### src/rtl/icache_pkg.sv
// Shared types and width helpers for the set-associative instruction cache.
package icache_pkg;

  typedef enum logic {
    IDLE  = 1'b0,
    FETCH = 1'b1
  } state_t;

  function automatic int unsigned off_w(input int unsigned block_words);
    return $clog2(block_words);
  endfunction

  function automatic int unsigned idx_w(input int unsigned sets);
    return $clog2(sets);
  endfunction

  function automatic int unsigned tag_w(input int unsigned addr_w, input int unsigned sets,
                                        input int unsigned block_words);
    return addr_w - idx_w(sets) - off_w(block_words);
  endfunction

  // A direct-mapped cache still carries a 1-bit way/pointer field that is always 0.
  function automatic int unsigned ptr_w(input int unsigned ways);
    return (ways > 1) ? $clog2(ways) : 1;
  endfunction

  // Extract an address field; fields are narrower than 32 bits.
  function automatic logic [31:0] addr_field(input logic [31:0] addr, input int unsigned lsb,
                                             input int unsigned width);
    return (addr >> lsb) & ((32'd1 << width) - 32'd1);
  endfunction

endpackage

### src/rtl/icache_way_select.sv
// Victim choice for one set: lowest invalid way first, else the round-robin pointer.
module icache_way_select
  import icache_pkg::*;
#(
  parameter int unsigned WAYS  = 2,
  parameter int unsigned PTR_W = 1
) (
  input  logic [WAYS-1:0]  valid,
  input  logic [PTR_W-1:0] ptr,
  output logic [PTR_W-1:0] victim
);

  always_comb begin
    victim = ptr;
    for (int unsigned i = WAYS; i > 0; i--) begin
      if (!valid[i-1]) victim = PTR_W'(i - 1);
    end
  end

endmodule

### src/rtl/icache_assoc.sv
// N-way set-associative read-only instruction cache with round-robin refill,
// global invalidate and saturating hit/miss counters.
module icache_assoc
  import icache_pkg::*;
#(
  parameter int unsigned ADDR_W      = 8,
  parameter int unsigned WORD_W      = 32,
  parameter int unsigned BLOCK_WORDS = 4,
  parameter int unsigned SETS        = 8,
  parameter int unsigned WAYS        = 2,
  parameter int unsigned CNT_W       = 16
) (
  input  logic                          CLK,
  input  logic                          RESET,
  input  logic [ADDR_W-1:0]             ADDRESS,
  output logic [WORD_W-1:0]             INSTRUCTION,
  output logic                          BUSYWAIT,
  input  logic                          INVALIDATE,
  output logic                          MEM_READ,
  output logic [ADDR_W-off_w(BLOCK_WORDS)-1:0] MEM_ADDRESS,
  input  logic                          MEM_BUSYWAIT,
  input  logic [WORD_W*BLOCK_WORDS-1:0] MEM_INSTRUCTION,
  output logic [CNT_W-1:0]              HIT_COUNT,
  output logic [CNT_W-1:0]              MISS_COUNT
);

  localparam int unsigned OFF_W = off_w(BLOCK_WORDS);
  localparam int unsigned IDX_W = idx_w(SETS);
  localparam int unsigned TAG_W = tag_w(ADDR_W, SETS, BLOCK_WORDS);
  localparam int unsigned PTR_W = ptr_w(WAYS);
  localparam int unsigned BLK_W = WORD_W * BLOCK_WORDS;

  logic [31:0]      addr_ext;
  logic [OFF_W-1:0] cur_off;
  logic [IDX_W-1:0] cur_idx;
  logic [TAG_W-1:0] cur_tag;

  assign addr_ext = 32'(ADDRESS);
  assign cur_off  = OFF_W'(addr_field(addr_ext, 0, OFF_W));
  assign cur_idx  = IDX_W'(addr_field(addr_ext, OFF_W, IDX_W));
  assign cur_tag  = TAG_W'(addr_field(addr_ext, OFF_W + IDX_W, TAG_W));

  logic [WAYS-1:0]  valid_q [SETS];
  logic [PTR_W-1:0] ptr_q   [SETS];
  logic [TAG_W-1:0] tag_q   [SETS][WAYS];
  logic [BLK_W-1:0] data_q  [SETS][WAYS];

  state_t state_q, state_d;
  logic [TAG_W+IDX_W-1:0] lat_blk_q;
  logic [PTR_W-1:0]       lat_way_q;
  logic [IDX_W-1:0]       lat_idx;
  logic [TAG_W-1:0]       lat_tag;
  logic [CNT_W-1:0]       hit_cnt_q, miss_cnt_q;
  logic [WAYS-1:0]        hit_vec;
  logic                   hit;
  logic [WORD_W-1:0]      hit_word;
  logic [PTR_W-1:0]       victim;
  logic                   hit_take, miss_detect, fill;

  assign lat_idx = lat_blk_q[IDX_W-1:0];
  assign lat_tag = lat_blk_q[IDX_W +: TAG_W];

  always_comb begin
    hit_vec  = '0;
    hit_word = '0;
    for (int unsigned w = 0; w < WAYS; w++) begin
      if (valid_q[cur_idx][w] && (tag_q[cur_idx][w] == cur_tag)) begin
        hit_vec[w] = 1'b1;
        hit_word   = data_q[cur_idx][w][32'(cur_off)*WORD_W +: WORD_W];
      end
    end
    hit = |hit_vec;
  end

  assign INSTRUCTION = hit_word;
  assign HIT_COUNT   = hit_cnt_q;
  assign MISS_COUNT  = miss_cnt_q;

  icache_way_select #(
    .WAYS (WAYS),
    .PTR_W(PTR_W)
  ) u_way_select (
    .valid (valid_q[cur_idx]),
    .ptr   (ptr_q[cur_idx]),
    .victim(victim)
  );

  always_ff @(posedge CLK) begin
    if (RESET) state_q <= IDLE;
    else       state_q <= state_d;
  end

  // Outputs are gated by RESET so a reset mid-fetch drops MEM_READ immediately.
  always_comb begin
    state_d     = state_q;
    BUSYWAIT    = 1'b1;
    MEM_READ    = 1'b0;
    MEM_ADDRESS = '0;
    hit_take    = 1'b0;
    miss_detect = 1'b0;
    fill        = 1'b0;
    if (!RESET) begin
      case (state_q)
        IDLE: begin
          if (hit) begin
            BUSYWAIT = 1'b0;
            hit_take = 1'b1;
          end else begin
            miss_detect = 1'b1;
            state_d     = FETCH;
          end
        end
        FETCH: begin
          MEM_READ    = 1'b1;
          MEM_ADDRESS = lat_blk_q;
          if (!MEM_BUSYWAIT) begin
            fill    = 1'b1;
            state_d = IDLE;
          end
        end
        default: state_d = IDLE;
      endcase
    end
  end

  // Fill follows invalidate so a fill on the same edge leaves its line valid.
  always_ff @(posedge CLK) begin
    if (RESET) begin
      for (int unsigned s = 0; s < SETS; s++) begin
        valid_q[s] <= '0;
        ptr_q[s]   <= '0;
      end
      hit_cnt_q  <= '0;
      miss_cnt_q <= '0;
      lat_blk_q  <= '0;
      lat_way_q  <= '0;
    end else begin
      if (INVALIDATE) begin
        for (int unsigned s = 0; s < SETS; s++) valid_q[s] <= '0;
      end
      if (hit_take && (hit_cnt_q != '1)) hit_cnt_q <= hit_cnt_q + CNT_W'(1);
      if (miss_detect) begin
        if (miss_cnt_q != '1) miss_cnt_q <= miss_cnt_q + CNT_W'(1);
        lat_blk_q <= {cur_tag, cur_idx};
        lat_way_q <= victim;
      end
      if (fill) begin
        valid_q[lat_idx][lat_way_q] <= 1'b1;
        if (lat_way_q == ptr_q[lat_idx])
          ptr_q[lat_idx] <= (lat_way_q == PTR_W'(WAYS - 1)) ? '0 : lat_way_q + PTR_W'(1);
      end
    end
  end

  always_ff @(posedge CLK) begin
    if (fill) begin
      data_q[lat_idx][lat_way_q] <= MEM_INSTRUCTION;
      tag_q[lat_idx][lat_way_q]  <= lat_tag;
    end
  end

  always_ff @(posedge CLK) begin
    if (!RESET) multi_hit : assert ($onehot0(hit_vec));
  end

endmodule

### config.mk
export PLATFORM = sky130hd
export DESIGN_NAME = icache_assoc
export DESIGN_NICKNAME = d
export VERILOG_FILES = /design/src/rtl/icache_pkg.sv /design/src/rtl/icache_way_select.sv /design/src/rtl/icache_assoc.sv
export SDC_FILE = /design/constraint.sdc
export NUM_CORES = 2
export LEC_CHECK = 0
export ABC_AREA = 1
export ABC_CLOCK_PERIOD_IN_PS = 8100
export CAP_MARGIN = 40
export CELL_PAD_IN_SITES_DETAIL_PLACEMENT = 0
export CELL_PAD_IN_SITES_GLOBAL_PLACEMENT = 1
export CORE_UTILIZATION = 46
export DETAILED_ROUTE_END_ITERATION = 6
export PLACE_DENSITY = 0.77
export SLEW_MARGIN = 20
export SYNTH_ARGS = -nofsm -noshare
export SYNTH_HDL_FRONTEND = slang
export SYNTH_SLANG_ARGS = --single-unit
### constraint.sdc
create_clock -name CLK -period 8.1 [get_ports CLK]
set_input_delay 1.62 -clock CLK [delete_from_list [all_inputs] [get_ports CLK]]
set_output_delay 1.62 -clock CLK [all_outputs]
set_load 0.005 [all_outputs]
=== After elaboration in Yosys (flattened, before gate mapping) ===
Memory sizes are Yosys's and may differ from the RTL's. A register that Yosys moved wholly into a read port is not among the register bits.
Index checks and enable logic that the tools add are counted.

* $add $sub $neg: 3
* Order comparisons: 4
* Equality and inequality tests: 5
* Shifts and indexed selects: 2
* Muxes and demuxes: 57
* Bitwise gates (word level): 10
* Reductions and logical operators: 8

{| class="wikitable"
|+ Operators by type and width
! operator !! number
|-
| 2-to-1 mux 256 bit || 1
|-
| variable part select 128 x 8 -> 32 bit || 2
|-
| demux 128 bit (select 1 bit) || 1
|-
| 2-to-1 mux 128 bit || 1
|-
| 2-to-1 mux 32 bit || 2
|-
| 2-to-1 mux 1 bit || 33
|-
| adder 16 x 1 -> 16 bit (second input constant) || 2
|-
| inequality test 16 bit (second input constant) || 2
|-
| 2-to-1 mux 2 bit || 9
|-
| 2-to-1 mux 6 bit || 3
|-
| 2-to-1 mux 3 bit || 4
|-
| OR 1 bit || 8
|-
| equality test 3 bit || 2
|-
| logical AND 1 bit || 5
|-
| demux 3 bit (select 1 bit) || 1
|-
| greater-or-equal comparator 2 bit (second input constant) || 1
|-
| < comparator 1 x 2 -> 1 bit (second input constant) || 1
|-
| < comparator 2 x 1 -> 1 bit (second input constant) || 1
|-
| NOT 1 -> 2 bit || 1
|-
| case mux 1 bit (2 select lines) || 1
|-
| AND reduction 2 bit || 1
|-
| OR reduction 2 bit || 1
|-
| adder 1 bit (second input constant) || 1
|-
| demux 1 bit (select 1 bit) || 1
|-
| 4 further kinds || 4
|}

* Register bits: 40
* Bits in writable memories: 2,120
* Bits of input ports: 140
* Output and inout port bits: 72
* Memories: 4

{| class="wikitable"
|+ Memory list
! memory !! words !! width !! rd ports !! clocked after Yosys merged registers in !! wr ports !! line !! source
|-
| data_q || 8 || 256 || 1 || 0 || 1 || icache_assoc.sv:46 || <nowiki>logic [BLK_W-1:0] data_q [SETS][WAYS];</nowiki>
|-
| tag_q || 8 || 6 || 1 || 0 || 1 || icache_assoc.sv:45 || <nowiki>logic [TAG_W-1:0] tag_q [SETS][WAYS];</nowiki>
|-
| valid_q || 8 || 2 || 1 || 0 || 9 || icache_assoc.sv:43 || <nowiki>logic [WAYS-1:0] valid_q [SETS];</nowiki>
|-
| ptr_q || 8 || 1 || 2 || 1 || 8 || icache_assoc.sv:44 || <nowiki>logic [PTR_W-1:0] ptr_q [SETS];</nowiki>
|}

=== Logic depth before layout (Yosys ltp) ===
An unclocked memory read counts as a cell.

* Depth in word-level cells: 10
* Gate-level depth with buffers: 18
* Gate-level depth less buffers: 15

=== Hierarchy ===
Synthesis repeated with hierarchy kept, for this count alone.

* Cells, all modules: 6,632
* Area total of the unflattened synthesis: 85,821.1 um2

{| class="wikitable"
|+ By module, submodules not included
! module !! instances !! cells an instance !! area an instance (um2) !! seq. area each (um2)
|-
| icache_assoc || 1 || 6,629 || 85,804.8 || 64,361.7
|-
| icache_way_select || 1 || 3 || 16.3 || 0.0
|}

=== Worst setup path before layout ===
OpenSTA, ideal clock, no wires.

* Path type: input to register
* Start point: in RESET
* End point: mem data_q[5][0] (netlist name) (enable)
* Library setup time: 0.623 ns
* Arrival time: 7.936 ns
* Setup slack: -0.459 ns
* Cell stages on the path: 5
* Buffers on the path: 2
* Cells stage by stage: clkbuf_1 -> nor3_1 -> nand2_1 -> clkbuf_1 -> nor2_1

* Cells in the longest elaborated chain, start to end: 3

{| class="wikitable"
|+ Ends and longest elaborated chain
! element !! line !! source
|-
| start, declared || icache_assoc.sv:14 || <nowiki>input logic RESET,</nowiki>
|-
| 2-to-1 mux 1 bit || icache_assoc.sv:102 || <nowiki>if (!RESET) begin</nowiki>
|-
| 2-to-1 mux 1 bit || icache_assoc.sv:156 || <nowiki>if (fill) begin</nowiki>
|-
| 2-to-1 mux 256 bit (implied by the code) || icache_assoc.sv:157 || <nowiki>data_q[lat_idx][lat_way_q] <= MEM_INSTRUCTION;</nowiki>
|-
| end, declared || icache_assoc.sv:46 ||
|}

No other way between the ends.

=== Worst setup path in the final report ===
* Start point: in ADDRESS[2]
* End point: out INSTRUCTION[5]

* Cells in the longest elaborated chain, start to end: 5
* Elaborated cells between the ends (all ways): 11
* Classes of those cells: eq/ne: 2; shift: 2; mux: 2; reduce/logical: 2; memory: 3

{| class="wikitable"
|+ Ends and longest elaborated chain
! element !! line !! source
|-
| start, declared || icache_assoc.sv:15 || <nowiki>input logic [ADDR_W-1:0] ADDRESS,</nowiki>
|-
| branches (longest 4 deep; another with memory read (8 x 256 bit)) || n/a ||
|-
| 2-to-1 mux 32 bit * || icache_assoc.sv:67 || <nowiki>if (valid_q[cur_idx][w] && (tag_q[cur_idx][w] == cur_tag)) begin</nowiki>
|-
| end, declared || icache_assoc.sv:16 || <nowiki>output logic [WORD_W-1:0] INSTRUCTION,</nowiki>
|}

Mark *: on every way between the ends.

==> flow_metrics.py <==
metrics = {
    "timing": {
        "fin_crit_sh_pct": 84.2,
        "fin_hold_ws_ns": 0.481,
        "max_slew.worst_pin.slew_ns": 1.23,
        "clock_skew_ns": 0.0310,
        "maxSlewViolCount": 0,
        "rsz0062_at_grt": "no",
        "setup_ws_ns": 1.28,
        "period_needed_ns": 6.82,
        "setup_viol": 0,
        "slew-limit-headroom_pct": 18.0,
        "max_freq_mhz": 147,
        "hold_viol": 0,
    },
    "power_and_ir_drop": {
        "p_leak_nw": 32.0,
        "power_per_cell_area_nw_per_um2": 239,
        "ir_drop_v": 0.000206,
        "power_mw": 23.3,
    },
    "placed_design": {
        "dp_hpwl_um": 122000,
        "port_buffers": 211,
        "dp_slack_ns": 1.44,
        "gp_routability_congestion": 0.788,
        "dpl-instance-area_um2": 90700,
    },
    "drt": {
        "drc_errors": 1,
        "drtAntennaViolNets": 0,
        "drtIter0Drc": 5901,
        "wl_um": 241000,
        "first_pass_iters": 7,
        "wl_per_cell_um": 25.7,
        "post_drt_via_cell_ratio": 5.93,
        "num_vias": 55800,
    },
    "cts": {
        "cts_inserted_buffers": 210,
        "cts_root_buffer": "clkbuf_16",
        "postCtsSetupBuffers": 0,
        "clock_sinks": 2163,
        "cts_tree": "built",
        "htree_levels": 4,
        "insertion_delay_ns": 0.85,
        "clock_path_buffers": 3,
        "clk_pin_slew_ns": 0.06,
        "holdBufCountCts": 0,
        "cts_resized": 0,
    },
    "worst_setup_path": {
        "crit_start": "ADDRESS[2]",
        "cp_max_fo": 167,
        "startpoint_type": "input port",
        "crit_path_top_delay_cell": "buf_12",
        "ff2ff_path_depth": 6,
        "arrival_ns": 5.20,
        "path_class": "input port to output pin",
        "slowest_delay_ns": 0.61,
        "path_cells": "buf_8, inv_16, buf_12, a21oi_1, a22oi_1, nand2_1, nand3_1, nand3_1, nand2_1, nand3_1, nand2_1, clkdlybuf4s50_1",
        "required_ns": 6.48,
        "r2r-start": "state_q",
        "cp-end-kind": "output pin",
    },
    "finish": {
        "fillerInstances": 15500,
        "layout_commonest_cell": "edfxtp_1",
        "fin_nets": 6864,
        "fin_area_um2": 97500,
        "syn_to_final_growth_pct": 13.6,
        "layout_common_cells": "2104 x edfxtp_1, 1096 x nand2_1, 756 x nand3_1",
        "layout-drive-gt1-share_pct": 6.20,
    },
    "synth": {
        "syn_area_um2": 85800,
        "synth_area_leader_cell": "edfxtp_1",
        "synth_seq_cells": 2163,
        "avgSynthCellArea_um2": 12.9,
        "synthTopCellsByArea": "edfxtp_1 74%, nand2_1 4.8%, nand3_1 4.4%, o21ai_0 3.2%, nor2_1 2.7%",
        "synth_seq_area_share_pct": 75.0,
        "yosysWarnings": 0,
        "ys.flop_type": "edfxtp_1",
        "synth_edf_count": 2104,
        "synthCells": 6664,
        "ys_types": 34,
        "synth.top_cell.area_share_pct": 73.6,
        "ys_async_sr_fraction_pct": 0,
        "syn_nets": 6806,
    },
    "floorplan": {
        "start_util_pct": 46.3,
        "io_pins": 212,
        "core_area_um2": 185000,
        "num_rows": 158,
        "dieArea_um2": 188000,
        "die_h_um": 434,
        "fp.dieW_um": 434,
    },
    "run_status": {
        "violations": "design-rule violations",
        "status": "finished with violations",
    },
    "grt": {
        "grt_pass1_wl_um": 353000,
        "grt.total_usage_pct": 25.4,
        "antenna_found_initial": 45,
        "grt_max_degree": 224,
        "overflow": 0,
        "grt_pass1_vias": 53200,
    },
    "worst_hold_path": {
        "hp-class": "register to register",
        "hp-start": "valid_q[4][1]",
        "whs_path_depth": 2,
    },
    "run": {
        "maxCapViolCount": 0,
    },
}
-- through the flow --
step / TNS, ns / std cells / util (%)
floorplan: -857.50 / 6664 / -
global placement: 0 / 8975 / 48.7
detailed placement: 0 / 8987 / 48.9
CTS: 0 / 9376 / 52.5
global route: 0 / 9400 / 52.6
finish: 0 / 9405 / 52.6
-- cell families (layout without fill, tap and decap cells) --
group | Yosys count | after routing | share of synthesized area (%)
flip-flops | 2163 | 2163 | 75.0
adder cells (fa/ha/maj) | 2 | 2 | 0.0292
other | 0 | 26 | 0
AND/OR/NAND/NOR | 2531 | 2531 | 12.3
XOR/XNOR | 7 | 7 | 0.0714
AO/OA/AOI/OAI | 1360 | 1360 | 9.57
buffers and inverters | 601 | 836 | 3.00
-- final cells by class --
class / count / area (um^2) / area share [%]
antenna: 26 / 65.1 / 0.0667
clock buffer: 269 / 5560 / 5.70
clock inverter: 120 / 1110 / 1.14
inverter: 122 / 495 / 0.508
multi-input combinational: 3900 / 19000 / 19.5
sequential: 2163 / 64400 / 66.0
tap: 2480 / 3100 / 3.18
timing repair buffer: 325 / 3800 / 3.90
-- state kept, by name, indices dropped and copies added (netlist names), named ones only --
| register | count |
|---|---|
| HIT_COUNT | 16 |
| MISS_COUNT | 16 |
| data_q | 2048 |
| lat_blk_q | 6 |
| lat_way_q | 1 |
| ptr_q | 8 |
| state_q | 1 |
| tag_q | 48 |
| valid_q | 16 |
-- layer usage --
| layer | wire length [um] | share of wire (%) | global-route usage (%) | vias up |
|---|---|---|---|---|
| met3 | 18600 | 7.7 | 4.28 | 424 |
| li1 | - | - | - | 24900 |
| met2 | 117000 | 49 | 41.5 | 2355 |
| met4 | 7990 | 3.3 | 10.5 | 12 |
| met1 | 97400 | 40 | 33.8 | 28100 |
| met5 | 75 | 0.031 | 0 | - |
-- synthesized netlist by cell type (13+ instances only) --
master    instances
o211ai_1         40
edfxtp_1       2104
dfxtp_1          59
nand2_1        1097
buf_1            54
nor2_1          627
nand4_1          18
a21oi_1         332
buf_2           166
clkbuf_1        238
inv_1           118
nand3_1         756
o22ai_1          50
nor3_1           21
buf_4            13
o221ai_1        228
o21ai_0         553
a22oi_1         155
-- power breakdown --
part	internal, mW	switching, mW	leakage [nW]
clock network	5.44	4.10	3.24
logic	0.387	0.996	9.36
registers	12.4	0.0322	19.4
-- final timing paths --
kind / to / slack (ns)
worst max-delay path: INSTRUCTION[5] / 1.28
worst min-delay path: valid_q[4][1] / 0.48
worst max register to register: data_q[7][178] / 4.84
worst min register to register: valid_q[4][1] / 0.48
-- critical path: cells and delay by family --
| family | cells | cell delay (ns) |
|---|---|---|
| buf+inv | 4 | 1.88 |
| compound gates | 2 | 0.34 |
| simple gates | 6 | 1.04 |
No activity file was read; power rests on OpenSTA's default activity.
